## src/rtl/riscv_types.sv

```systemverilog
`default_nettype none
// riscv_types: shared RV32M divider types, operand-prep entry layout and helpers.
// Revision 1.0
package riscv_types;

  localparam int DIV_CLZ_W = 5;

  typedef enum logic [2:0] {
    MUL    = 3'b000,
    MULH   = 3'b001,
    MULHSU = 3'b010,
    MULHU  = 3'b011,
    DIV    = 3'b100,
    DIVU   = 3'b101,
    REM    = 3'b110,
    REMU   = 3'b111
  } fn3_mul_div_t;

  typedef struct packed {
    logic [4:0] rd_addr;
    logic [3:0] id;
  } div_attributes_t;

  typedef struct packed {
    logic [31:0]          unsigned_dividend;
    logic [31:0]          unsigned_divisor;
    logic [DIV_CLZ_W-1:0] dividend_CLZ;
    logic [DIV_CLZ_W-1:0] divisor_CLZ;
    logic                 divisor_is_zero;
    logic                 reuse_result;
    fn3_mul_div_t         fn3;
    div_attributes_t      attr;
  } div_fifo_inputs_t;

  // Negative signed operands become their magnitude; 0x80000000 maps to itself.
  function automatic logic [31:0] abs_if_signed(input logic [31:0] v, input logic is_signed);
    return (is_signed && v[31]) ? (~v + 32'd1) : v;
  endfunction

endpackage
`default_nettype wire

```

## src/rtl/clz32.sv

```systemverilog
`default_nettype none
// clz32: combinational 32-bit leading-zero count; an all-zero input saturates to 31.
// Revision 1.0
module clz32
  import riscv_types::*;
(
  input  logic [31:0]          value,
  output logic [DIV_CLZ_W-1:0] count
);

  // Scanning upward lets the highest set bit win; zero keeps the saturated default.
  always_comb begin
    count = DIV_CLZ_W'(31);
    for (int i = 0; i < 32; i++) begin
      if (value[i]) count = DIV_CLZ_W'(31 - i);
    end
  end

endmodule
`default_nettype wire

```

## src/rtl/div_operand_prep.sv

```systemverilog
`default_nettype none
// div_operand_prep: preconditions RV32M divide operands and queues them for the divider core.
// Revision 1.0
module div_operand_prep
  import riscv_types::*;
#(
  parameter int DEPTH        = 2,
  parameter int ENABLE_REUSE = 1
) (
  input  logic                                 clk,
  input  logic                                 rst,
  input  logic                                 issue_valid,
  output logic                                 issue_ready,
  input  logic [2:0]                           issue_fn3,
  input  logic [31:0]                          issue_rs1,
  input  logic [31:0]                          issue_rs2,
  input  logic [$bits(div_attributes_t)-1:0]   issue_attr,
  input  logic                                 rs_write,
  input  logic                                 flush,
  output logic                                 fifo_valid,
  input  logic                                 fifo_pop,
  output logic [$bits(div_fifo_inputs_t)-1:0]  fifo_data
);

  localparam int PTR_W   = $clog2(DEPTH);
  localparam int CNT_W   = $clog2(DEPTH + 1);
  localparam int ENTRY_W = $bits(div_fifo_inputs_t);
  localparam logic [CNT_W-1:0] FULL_COUNT = CNT_W'(DEPTH);

  logic [ENTRY_W-1:0] mem [DEPTH];
  logic [PTR_W-1:0]   wr_ptr;
  logic [PTR_W-1:0]   rd_ptr;
  logic [CNT_W-1:0]   count;

  logic        reuse_valid;
  logic [31:0] reuse_rs1;
  logic [31:0] reuse_rs2;
  logic        reuse_signed;

  logic full;
  logic empty;
  logic accept;
  logic pop_take;
  logic is_signed;
  logic reuse_hit;

  logic [31:0]          abs_rs1;
  logic [31:0]          abs_rs2;
  logic [DIV_CLZ_W-1:0] clz_rs1;
  logic [DIV_CLZ_W-1:0] clz_rs2;

  div_fifo_inputs_t new_entry;

  assign full        = (count == FULL_COUNT);
  assign empty       = (count == '0);
  assign issue_ready = !full || fifo_pop;
  assign accept      = issue_valid && issue_ready && !flush;
  assign pop_take    = fifo_pop && !empty && !flush;
  assign fifo_valid  = !empty;
  assign fifo_data   = mem[rd_ptr];

  assign is_signed = !issue_fn3[0];
  assign abs_rs1   = abs_if_signed(issue_rs1, is_signed);
  assign abs_rs2   = abs_if_signed(issue_rs2, is_signed);

  clz32 u_clz_dividend (
    .value (abs_rs1),
    .count (clz_rs1)
  );

  clz32 u_clz_divisor (
    .value (abs_rs2),
    .count (clz_rs2)
  );

  // Compared against the stored operands as they were before this cycle's accept.
  assign reuse_hit = (ENABLE_REUSE != 0) && reuse_valid &&
                     (issue_rs1 == reuse_rs1) && (issue_rs2 == reuse_rs2) &&
                     (is_signed == reuse_signed);

  always_comb begin
    new_entry                   = '0;
    new_entry.unsigned_dividend = abs_rs1;
    new_entry.unsigned_divisor  = abs_rs2;
    new_entry.dividend_CLZ      = clz_rs1;
    new_entry.divisor_CLZ       = clz_rs2;
    new_entry.divisor_is_zero   = (issue_rs2 == 32'd0);
    new_entry.reuse_result      = reuse_hit;
    new_entry.fn3               = fn3_mul_div_t'(issue_fn3);
    new_entry.attr              = div_attributes_t'(issue_attr);
  end

  always_ff @(posedge clk) begin
    if (accept) begin
      mem[wr_ptr]  <= new_entry;
      reuse_rs1    <= issue_rs1;
      reuse_rs2    <= issue_rs2;
      reuse_signed <= is_signed;
    end
  end

  always_ff @(posedge clk) begin
    if (rst || flush) begin
      wr_ptr      <= '0;
      rd_ptr      <= '0;
      count       <= '0;
      reuse_valid <= 1'b0;
    end else begin
      if (accept)   wr_ptr <= wr_ptr + PTR_W'(1);
      if (pop_take) rd_ptr <= rd_ptr + PTR_W'(1);
      case ({accept, pop_take})
        2'b10:   count <= count + CNT_W'(1);
        2'b01:   count <= count - CNT_W'(1);
        default: count <= count;
      endcase
      // A simultaneous accept re-arms reuse with the freshly stored operands.
      if (accept)        reuse_valid <= 1'b1;
      else if (rs_write) reuse_valid <= 1'b0;
    end
  end

`ifndef SYNTHESIS
  always_ff @(posedge clk) begin
    if (!rst && issue_valid) begin
      assert (issue_fn3[2]) else $error("div_operand_prep: non-divide fn3 issued");
    end
  end
`endif

endmodule
`default_nettype wire

```

## config.mk

```make
export PLATFORM = sky130hd
export DESIGN_NAME = div_operand_prep
export DESIGN_NICKNAME = d
export VERILOG_FILES = /design/src/rtl/riscv_types.sv /design/src/rtl/clz32.sv /design/src/rtl/div_operand_prep.sv
export SDC_FILE = /design/constraint.sdc
export NUM_CORES = 1
export LEC_CHECK = 0
export ABC_AREA = 1
export CAP_MARGIN = 20
export CORE_MARGIN = 2
export CORE_UTILIZATION = 39
export CTS_CLUSTER_DIAMETER = 120
export DETAILED_ROUTE_END_ITERATION = 16
export HOLD_SLACK_MARGIN = 0.12
export PLACE_DENSITY = 0.59
export SYNTH_ARGS = -nofsm -noshare
export SYNTH_HDL_FRONTEND = slang
export SYNTH_SLANG_ARGS = --single-unit
export TNS_END_PERCENT = 20
```

## constraint.sdc

```tcl
create_clock -name clk -period 17.6 [get_ports clk]
set_input_delay 5.28 -clock clk [delete_from_list [all_inputs] [get_ports clk]]
set_output_delay 5.28 -clock clk [all_outputs]
set_load 0.005 [all_outputs]
```

# After elaboration in Yosys (flattened, before gate mapping)
# Memories as Yosys holds them, arrays and structs flattened. A register that Yosys moved wholly into a read port is not among the register bits.
# Index checks and enable logic that the tools add are counted.
# W data, S select, Z words.
[totals]
regBits = 70
ram_bits = 176
in_bits = 82
wordCells = 112
memories = 1
[op_classes]
addsub = 6
n_eq_ne = 6
n_mux = 71
bitwise = 2
reduce_logical = 19
[mem_list]
columns = ["memory", "depth", "word_bits", "read_ports", "rd_clocked_by_memory_dff", "write_ports", "line_no", "text"]
rows = [
  ["mem", 2, 88, 1, 1, 1, "div_operand_prep.sv:30", "logic [ENTRY_W-1:0] mem [DEPTH];"],
]
[ops]
columns = ["cell", "count"]
rows = [
  ["$mux W5", 32],
  ["$add A32 B1 Y32 const B", 2],
  ["$eq A32 B32 Y1", 2],
  ["$mux W32", 2],
  ["$mux W4", 16],
  ["$not A32 Y32", 2],
  ["$logic_not A32 Y1", 1],
  ["$mux W3", 8],
  ["$logic_and A1 B1 Y1", 9],
  ["$mux W1", 8],
  ["$mux W2", 4],
  ["$eq A2 B2 Y1 const B", 2],
  ["$logic_not A1 Y1", 4],
  ["$pmux W2 S2", 1],
  ["$reduce_bool A2 Y1", 2],
  ["$add A1 B1 Y1 const B", 2],
  ["$add A2 B1 Y2 const B", 1],
  ["$eq A2 B1 Y1 const B", 1],
  ["$logic_not A2 Y1", 1],
  ["$logic_or A1 B1 Y1", 2],
  ["$sub A2 B1 Y2 const B", 1],
  ["$eq A1 B1 Y1", 1],
]

# Depth between registers and ports, before layout
# Gate-level depths: netlist of the first run.
[logic_depth]
ltp_word = 34
ltp_mapped = 35
ltp_nobuf = 35

# By module
# From an unflattened synthesis of the first run, not the netlist that was laid out.
[unflattened]
hier_cells = 1204
area_unflattened_um2 = 12395.6
[by_module_without_submodules]
columns = ["mod", "instances", "cells_per_inst", "area_each_um2", "seq_area_each_um2"]
rows = [
  ["div_operand_prep", 1, 1018, 11597.4, 7357.1],
  ["clz32", 2, 93, 399.1, 0.0],
]

# Least setup slack after synthesis of the first run
# OpenSTA, ideal clock, no wires.
[synth_path]
path_type = "input -> register"
startpoint = "input port fifo_pop"
endpoint = "memory mem[1][0] (netlist name), enable pin"
setup_ns = 0.536
t_arrival_ns = 12.415
required_time_ns = 17.064
path_slack_ns = 4.649
stages = 6
path_cell_list = "nor2_1 -> nand2_1 -> nand2_1 -> nor2_1 -> inv_1 -> nor2_1"
[synth_between]
elab_chain_len = 5
[synth_rtl]
columns = ["element", "line_no", "text"]
rows = [
  ["start, declared", "div_operand_prep.sv:21", "input logic fifo_pop,"],
  ["$logic_or A1 B1 Y1", "div_operand_prep.sv:56", "assign issue_ready = !full || fifo_pop;"],
  ["named net issue_ready", "div_operand_prep.sv:13", "output logic issue_ready,"],
  ["$logic_and A1 B1 Y1 (2 in a row)", "div_operand_prep.sv:57", "assign accept = issue_valid && issue_ready && !flush;"],
  ["named net accept", "div_operand_prep.sv:42", "logic accept;"],
  ["$mux W1", "div_operand_prep.sv:94", "if (accept) begin"],
  ["$mux W1 (not written as such)", "div_operand_prep.sv:95", "mem[wr_ptr] <= new_entry;"],
  ["end, declared", "div_operand_prep.sv:30", ""],
]
# The timed path passes the listed nets, and every way through them passes these cells.

# Final worst setup path of the first run
[layout_path]
startpoint = "input port fifo_pop"
endpoint = "output port issue_ready"
[layout_between]
elab_chain_len = 1
[layout_rtl]
columns = ["element", "line_no"]
rows = [
  ["$logic_or A1 B1 Y1", "div_operand_prep.sv:56"],
  ["end, declared", "div_operand_prep.sv:13"],
]
# No other way between the ends.

==> results.yml, run 1 <==
timing:
  fin_crit_sh: 0.662
  rsz0062_at_grt: "no"
  worst_pin_slew_ns: 0.850
  drv_slew: 0
  maxSlewHeadroom: 0.434
  setup_viol: 0
  finalHoldViolCount: 0
  skew_ns: 0.00895
  finalCriticalPeriod_ns: 11.66
  tns_ns: 0
  fmax_mhz: 85.8
  hold_slack_ns: 0.462
placed_design:
  gp_congestion: 0.849
  portBuffers: 171
  post-dp-hpwl_um: 20100
floorplan:
  ios: 172
  die_x_um: 177
  fp.dieH_um: 177
  start_util: 0.395
  num_rows: 63
  dieArea_um2: 31400
  core_area_um2: 29600
yosys:
  ys_seq_elements: 247
  syn_area_um2: 11700
  synth.distinct_cells: 46
  syn_inst: 990
  ys.warnings.count: 0
  yosysSeqAreaShare: 0.629
  synth_edf_count: 241
  postSynthAreaPerCell_um2: 11.8
  synthFlopType: "edfxtp_1"
  syn_nets: 1075
  synthArstFlopShare: 0
clock_network:
  postCtsSetupBuffers: 0
  cts-resized-gates: 0
  ctsHtreeMaxLevel: 1
  numCtsBuffers: 27
  clk_pin_slew_ns: 0.06
  cts_buffer_depth: 3
  cts_hold_buf: 0
  clock_sinks: 247
  worstSkewPairLatency_ns: 0.54
  cts_root_buffer: "clkbuf_16"
  cts_tree: "built"
status:
  status: "completed"
routing:
  met1Wirelength_um: 12100
  drtIter0Drc: 476
  first_pass_iters: 5
  viasPerCell: 4.84
  top_layer_used: "met4"
  vias: 7704
  avgRoutedWirePerCell_um: 17.3
  drc: 0
  routed_wl_um: 27400
  ant_nets: 0
  wl_met2_um: 12900
  wl_met3_um: 1720
power_and_ir_drop:
  power_mw: 1.41
  ir_drop_mv: 0.0733
  power_density_nw_per_um2: 95.2
  leakagePower_nw: 5.48
critical_path:
  critPathCaptureType: "output pin"
  crit_chain: "clkdlybuf4s50_1, nor2_1, nand2_1, clkdlybuf4s50_1"
  crit_path_frequent_cell: "clkdlybuf4s50_1"
  worst_path_max_delay_cell: "clkdlybuf4s50_1"
  critPathKind: "primary input to output pin"
  start_kind: "primary input"
  cpPeakStageDelay_ns: 0.50
  cp.required_ns: 12.32
  critPathMaxFanout: 2
  arrival_ns: 6.38
final_layout:
  area_growth_pct: 26.5
  fin_nets: 1267
  final_layout_size_suffix_gt1_frac: 0.156
job:
  maxCapViolCount: 0
min_path:
  hp-class: "register to register"
global_routing:
  grt_max_degree: 67
  grt_antenna_before_repair: 1
  grt_use_total: 0.175
  grt_pass1_vias: 7487
  grt_pass1_wl_um: 41900
  overflow: 0
==> worst max-delay path, delay by kind of cell <==
family        cells  cell delay (ns)
buf+inv           2             0.98
simple gates      2             0.12
==> where the power goes <==
part	switching, mW	internal, mW	leakage [nW]
clock	0.222	0.337	0.420
sequential	0.00853	0.679	2.28
combinational	0.0899	0.0716	2.77
==> cell usage after synthesis (all sizes together) (3+ instances only) <==
| master | instances | area share |
|---|---|---|
| a21oi | 19 | 0.0085 |
| a221oi | 3 | 0.0022 |
| a22o | 9 | 0.0067 |
| and3 | 3 | 0.0016 |
| buf | 8 | 0.0030 |
| clkbuf | 8 | 0.0026 |
| dfxtp | 6 | 0.010 |
| edfxtp | 241 | 0.62 |
| ha | 3 | 0.0032 |
| inv | 136 | 0.044 |
| mux2 | 88 | 0.085 |
| nand2 | 178 | 0.058 |
| nand3 | 35 | 0.017 |
| nand4 | 8 | 0.0043 |
| nor2 | 71 | 0.025 |
| nor3 | 14 | 0.010 |
| nor4 | 21 | 0.014 |
| o21ai | 40 | 0.017 |
| o22ai | 12 | 0.0064 |
| or2 | 13 | 0.0070 |
| xnor2 | 8 | 0.0060 |
| xor2 | 55 | 0.042 |
==> logic make-up (layout without fill, tap and decap cells) <==
kind of cell,count (synthesis),count (layout),synth area share
other,0,1,0
buffers and inverters,153,363,0.0496
multiplexers,88,88,0.0848
flip-flops,247,247,0.629
XOR/XNOR,63,63,0.0485
adder cells (fa/ha/maj),3,3,0.00321
AO/OA/AOI/OAI,91,91,0.0469
AND/OR/NAND/NOR,345,345,0.138
==> flip-flops by register name, indices dropped and copies added (netlist names), named ones only <==
name          flops
count             2
mem             176
rd_ptr            1
reuse_rs1        32
reuse_rs2        32
reuse_signed      1
reuse_valid       1
wr_ptr            1
==> layout by cell type, fill, tap and decap left out, types with 27 or more instances in the layout <==
cell	count
mux2_2	88
xor2_1	53
inv_1	129
nand3_1	30
nand2_1	175
clkdlybuf4s50_1	171
o21ai_0	38
edfxtp_1	241
clkbuf_16	27
nor2_1	60
==> routing by layer <==
metal  GRT usage  up-vias
li1            -     3815
met1       0.234     3630
met2       0.287      217
met3      0.0389       42
met4      0.0479        0
met5           0        -
==> per-stage QoR <==
step	setup WS [ns]	instances	cell area [um2]	utilization
5_1_grt	5.86	1591	14800	0.500
3_5_place_dp	5.95	1543	13900	0.471
3_3_place_gp	5.95	1543	13900	0.471
6_report	5.94	1591	14800	0.500
2_1_floorplan	4.65	990	11700	-
4_1_cts	5.94	1590	14800	0.500
==> cell type report <==
type,count,area (um2)
well taps,390,488
inverters,137,514
multi-input cells,590,3770
clock inverters,17,185
diodes,1,2.50
fillers,2682,14800
clock buffers,30,687
repair buffers,179,1770
flip-flops and latches,247,7360
==> worst paths after layout <==
check,startpoint,end,slack [ns],cells after the start
setup / recovery,fifo_pop,issue_ready,5.94,4
hold / removal,rd_ptr,register,0.46,2
setup reg to reg,count[0],mem[1][30],14.18,9
hold reg to reg,rd_ptr,register,0.46,2
Note: power is estimated with default switching activity, not from simulation.
==> run 2: changes to the inputs <==
--- a/config.mk
+++ b/config.mk
@@ -12,7 +12,7 @@
 export CTS_CLUSTER_DIAMETER = 120
 export DETAILED_ROUTE_END_ITERATION = 16
 export HOLD_SLACK_MARGIN = 0.12
-export PLACE_DENSITY = 0.59
+export PLACE_DENSITY = 0.61
 export SYNTH_ARGS = -nofsm -noshare
 export SYNTH_HDL_FRONTEND = slang
 export SYNTH_SLANG_ARGS = --single-unit
==> constraint.sdc (replaced) <==
create_clock -name clk -period 9.3 [get_ports clk]
set_input_delay 2.79 -clock clk [delete_from_list [all_inputs] [get_ports clk]]
set_output_delay 2.79 -clock clk [all_outputs]
set_load 0.005 [all_outputs]
==> results.yml, run 2 (synthesis results as in run 1) <==
routing:
  drc: 0
  first_pass_iters: 5
  ant_nets: 0
  vias: 7790
  routed_wl_um: 28000
  avgRoutedWirePerCell_um: 17.6
  viasPerCell: 4.90
  drtIter0Drc: 465
timing:
  drv_slew: 0
  worst_pin_slew_ns: 0.960
  maxSlewHeadroom: 0.359
  finalCriticalPeriod_ns: 6.67
  rsz0062_at_grt: "no"
  fmax_mhz: 150
  tns_ns: 0
  setup_viol: 0
  finalHoldViolCount: 0
  fin_crit_sh: 0.717
  skew_ns: 0.00831
critical_path:
  r2r-end: "mem[0][32]"
  r2r_cells: 8
  critPathKind: "primary input to output pin"
  cpPeakStageDelay_ns: 0.50
  crit_buf_inv: 2
  critPathMaxFanout: 2
  reg2reg_slack_ns: 6.50
  crit_family: "buffers and inverters"
  crit_path_frequent_cell: "clkdlybuf4s50_1"
  start_kind: "primary input"
  arrival_ns: 3.88
  worst_r2r_startpoint: "count[0]"
  cp.required_ns: 6.51
  critPathCaptureType: "output pin"
  crit_chain: "clkdlybuf4s50_1, nor2_1, nand2_1, clkdlybuf4s50_1"
  worst_path_max_delay_cell: "clkdlybuf4s50_1"
final_layout:
  fillCellCount: 2655
  mostFrequentLayoutCells: "edfxtp_1, nand2_1, clkdlybuf4s50_1"
  area_growth_pct: 26.5
  top_register: "mem"
  multi_input_area_um2: 3770
  largest_register_ffs: 176
  fin_area_um2: 14800
  reg_top3: "mem: 176 flops, reuse_rs1: 32 flops, reuse_rs2: 32 flops"
  final_layout_size_suffix_gt1_frac: 0.157
  final_common_cell: "edfxtp_1"
  fin_nets: 1266
  n_antenna_cell: 0
  seq_area_um2: 7360
floorplan:
  fp.dieH_um: 177
  num_rows: 63
  dieArea_um2: 31400
  core_area_um2: 29600
  die_x_um: 177
  ios: 172
  start_util: 0.395
clock_network:
  clk_pin_slew_ns: 0.06
  postCtsSetupBuffers: 0
  cts_hold_buf: 0
  cts_buffer_depth: 3
  cts_root_buffer: "clkbuf_16"
  numCtsBuffers: 27
  cts_tree: "built"
  cts-resized-gates: 0
  ctsHtreeMaxLevel: 1
  worstSkewPairLatency_ns: 0.53
  clock_sinks: 247
min_path:
  hold_depth: 2
  hp-class: "register to register"
  hp-start: "rd_ptr"
global_routing:
  met2_usage: 0.297
  grt_pass1_wl_um: 42300
  grt_use_total: 0.176
  grt_util_met3: 0.0314
  grt_pass1_vias: 7557
  grt_antenna_before_repair: 0
  grt_busiest_layer: "met2"
  overflow: 0
  grt_max_degree: 67
  gr-usage-met1: 0.235
power_and_ir_drop:
  leakagePower_nw: 5.48
  ir_drop_mv: 0.105
  power_density_nw_per_um2: 180
  power_mw: 2.67
placed_design:
  portBuffers: 171
  gp_congestion: 0.857
  postPlaceCellArea_um2: 13900
  post-dp-hpwl_um: 20600
job:
  maxCapViolCount: 0
status:
  status: "completed"
-- run 2: report_power, final --
part / internal [mW] / total [mW] / leakage [nW] / switching [mW]
logic: 0.135 / 0.308 / 2.77 / 0.172
registers: 1.28 / 1.30 / 2.28 / 0.0170
clock network: 0.638 / 1.06 / 0.426 / 0.418
-- run 2: how the worst max path moves through the flow --
stage / start / endpoint / slack (ns) / depth (start not counted)
after floorplan: fifo_pop / mem[1][0] / -1.16 / 6
final: fifo_pop / issue_ready / 2.63 / 4
after global placement: issue_rs2[31] / mem[0][14] / 2.63 / 31
after detailed placement: issue_rs2[31] / mem[1][14] / 2.52 / 31
after CTS: fifo_pop / issue_ready / 2.62 / 4
after global routing: issue_rs2[31] / mem[1][14] / 2.46 / 31
-- run 2: routing by layer --
metal,part of all wire,vias up
met3,0.062,33
li1,-,3822
met4,0.020,0
met2,0.48,235
met1,0.44,3700
met5,0,-
-- run 2: worst reg2reg max path, stage by stage (launching register included) --
cell and delay, ns:
dfxtp_1 0.38, inv_1 0.08, nand2_1 0.09, nand2_1 0.12, nor2_4 0.09, buf_4 0.65
inv_1 0.29, nor2_4 0.15, buf_4 0.53
-- run 2: area by class of cell --
| class | instances | share of cell area |
|---|---|---|
| Sequential cell | 247 | 0.498 |
| Clock inverter | 13 | 0.00948 |
| Tap cell | 390 | 0.0330 |
| Clock buffer | 36 | 0.0500 |
| Inverter | 137 | 0.0348 |
| Timing Repair Buffer | 178 | 0.119 |
| Multi-Input combinational cell | 590 | 0.255 |
-- run 2: through the flow --
step	hold slack [ns]	utilization	std cells	setup WS [ns]
2_1_floorplan	0.440	-	990	-1.16
3_3_place_gp	0.452	0.470	1542	2.63
3_5_place_dp	0.454	0.470	1542	2.52
4_1_cts	0.459	0.500	1591	2.62
5_1_grt	0.499	0.500	1591	2.46
6_report	0.465	0.500	1591	2.63
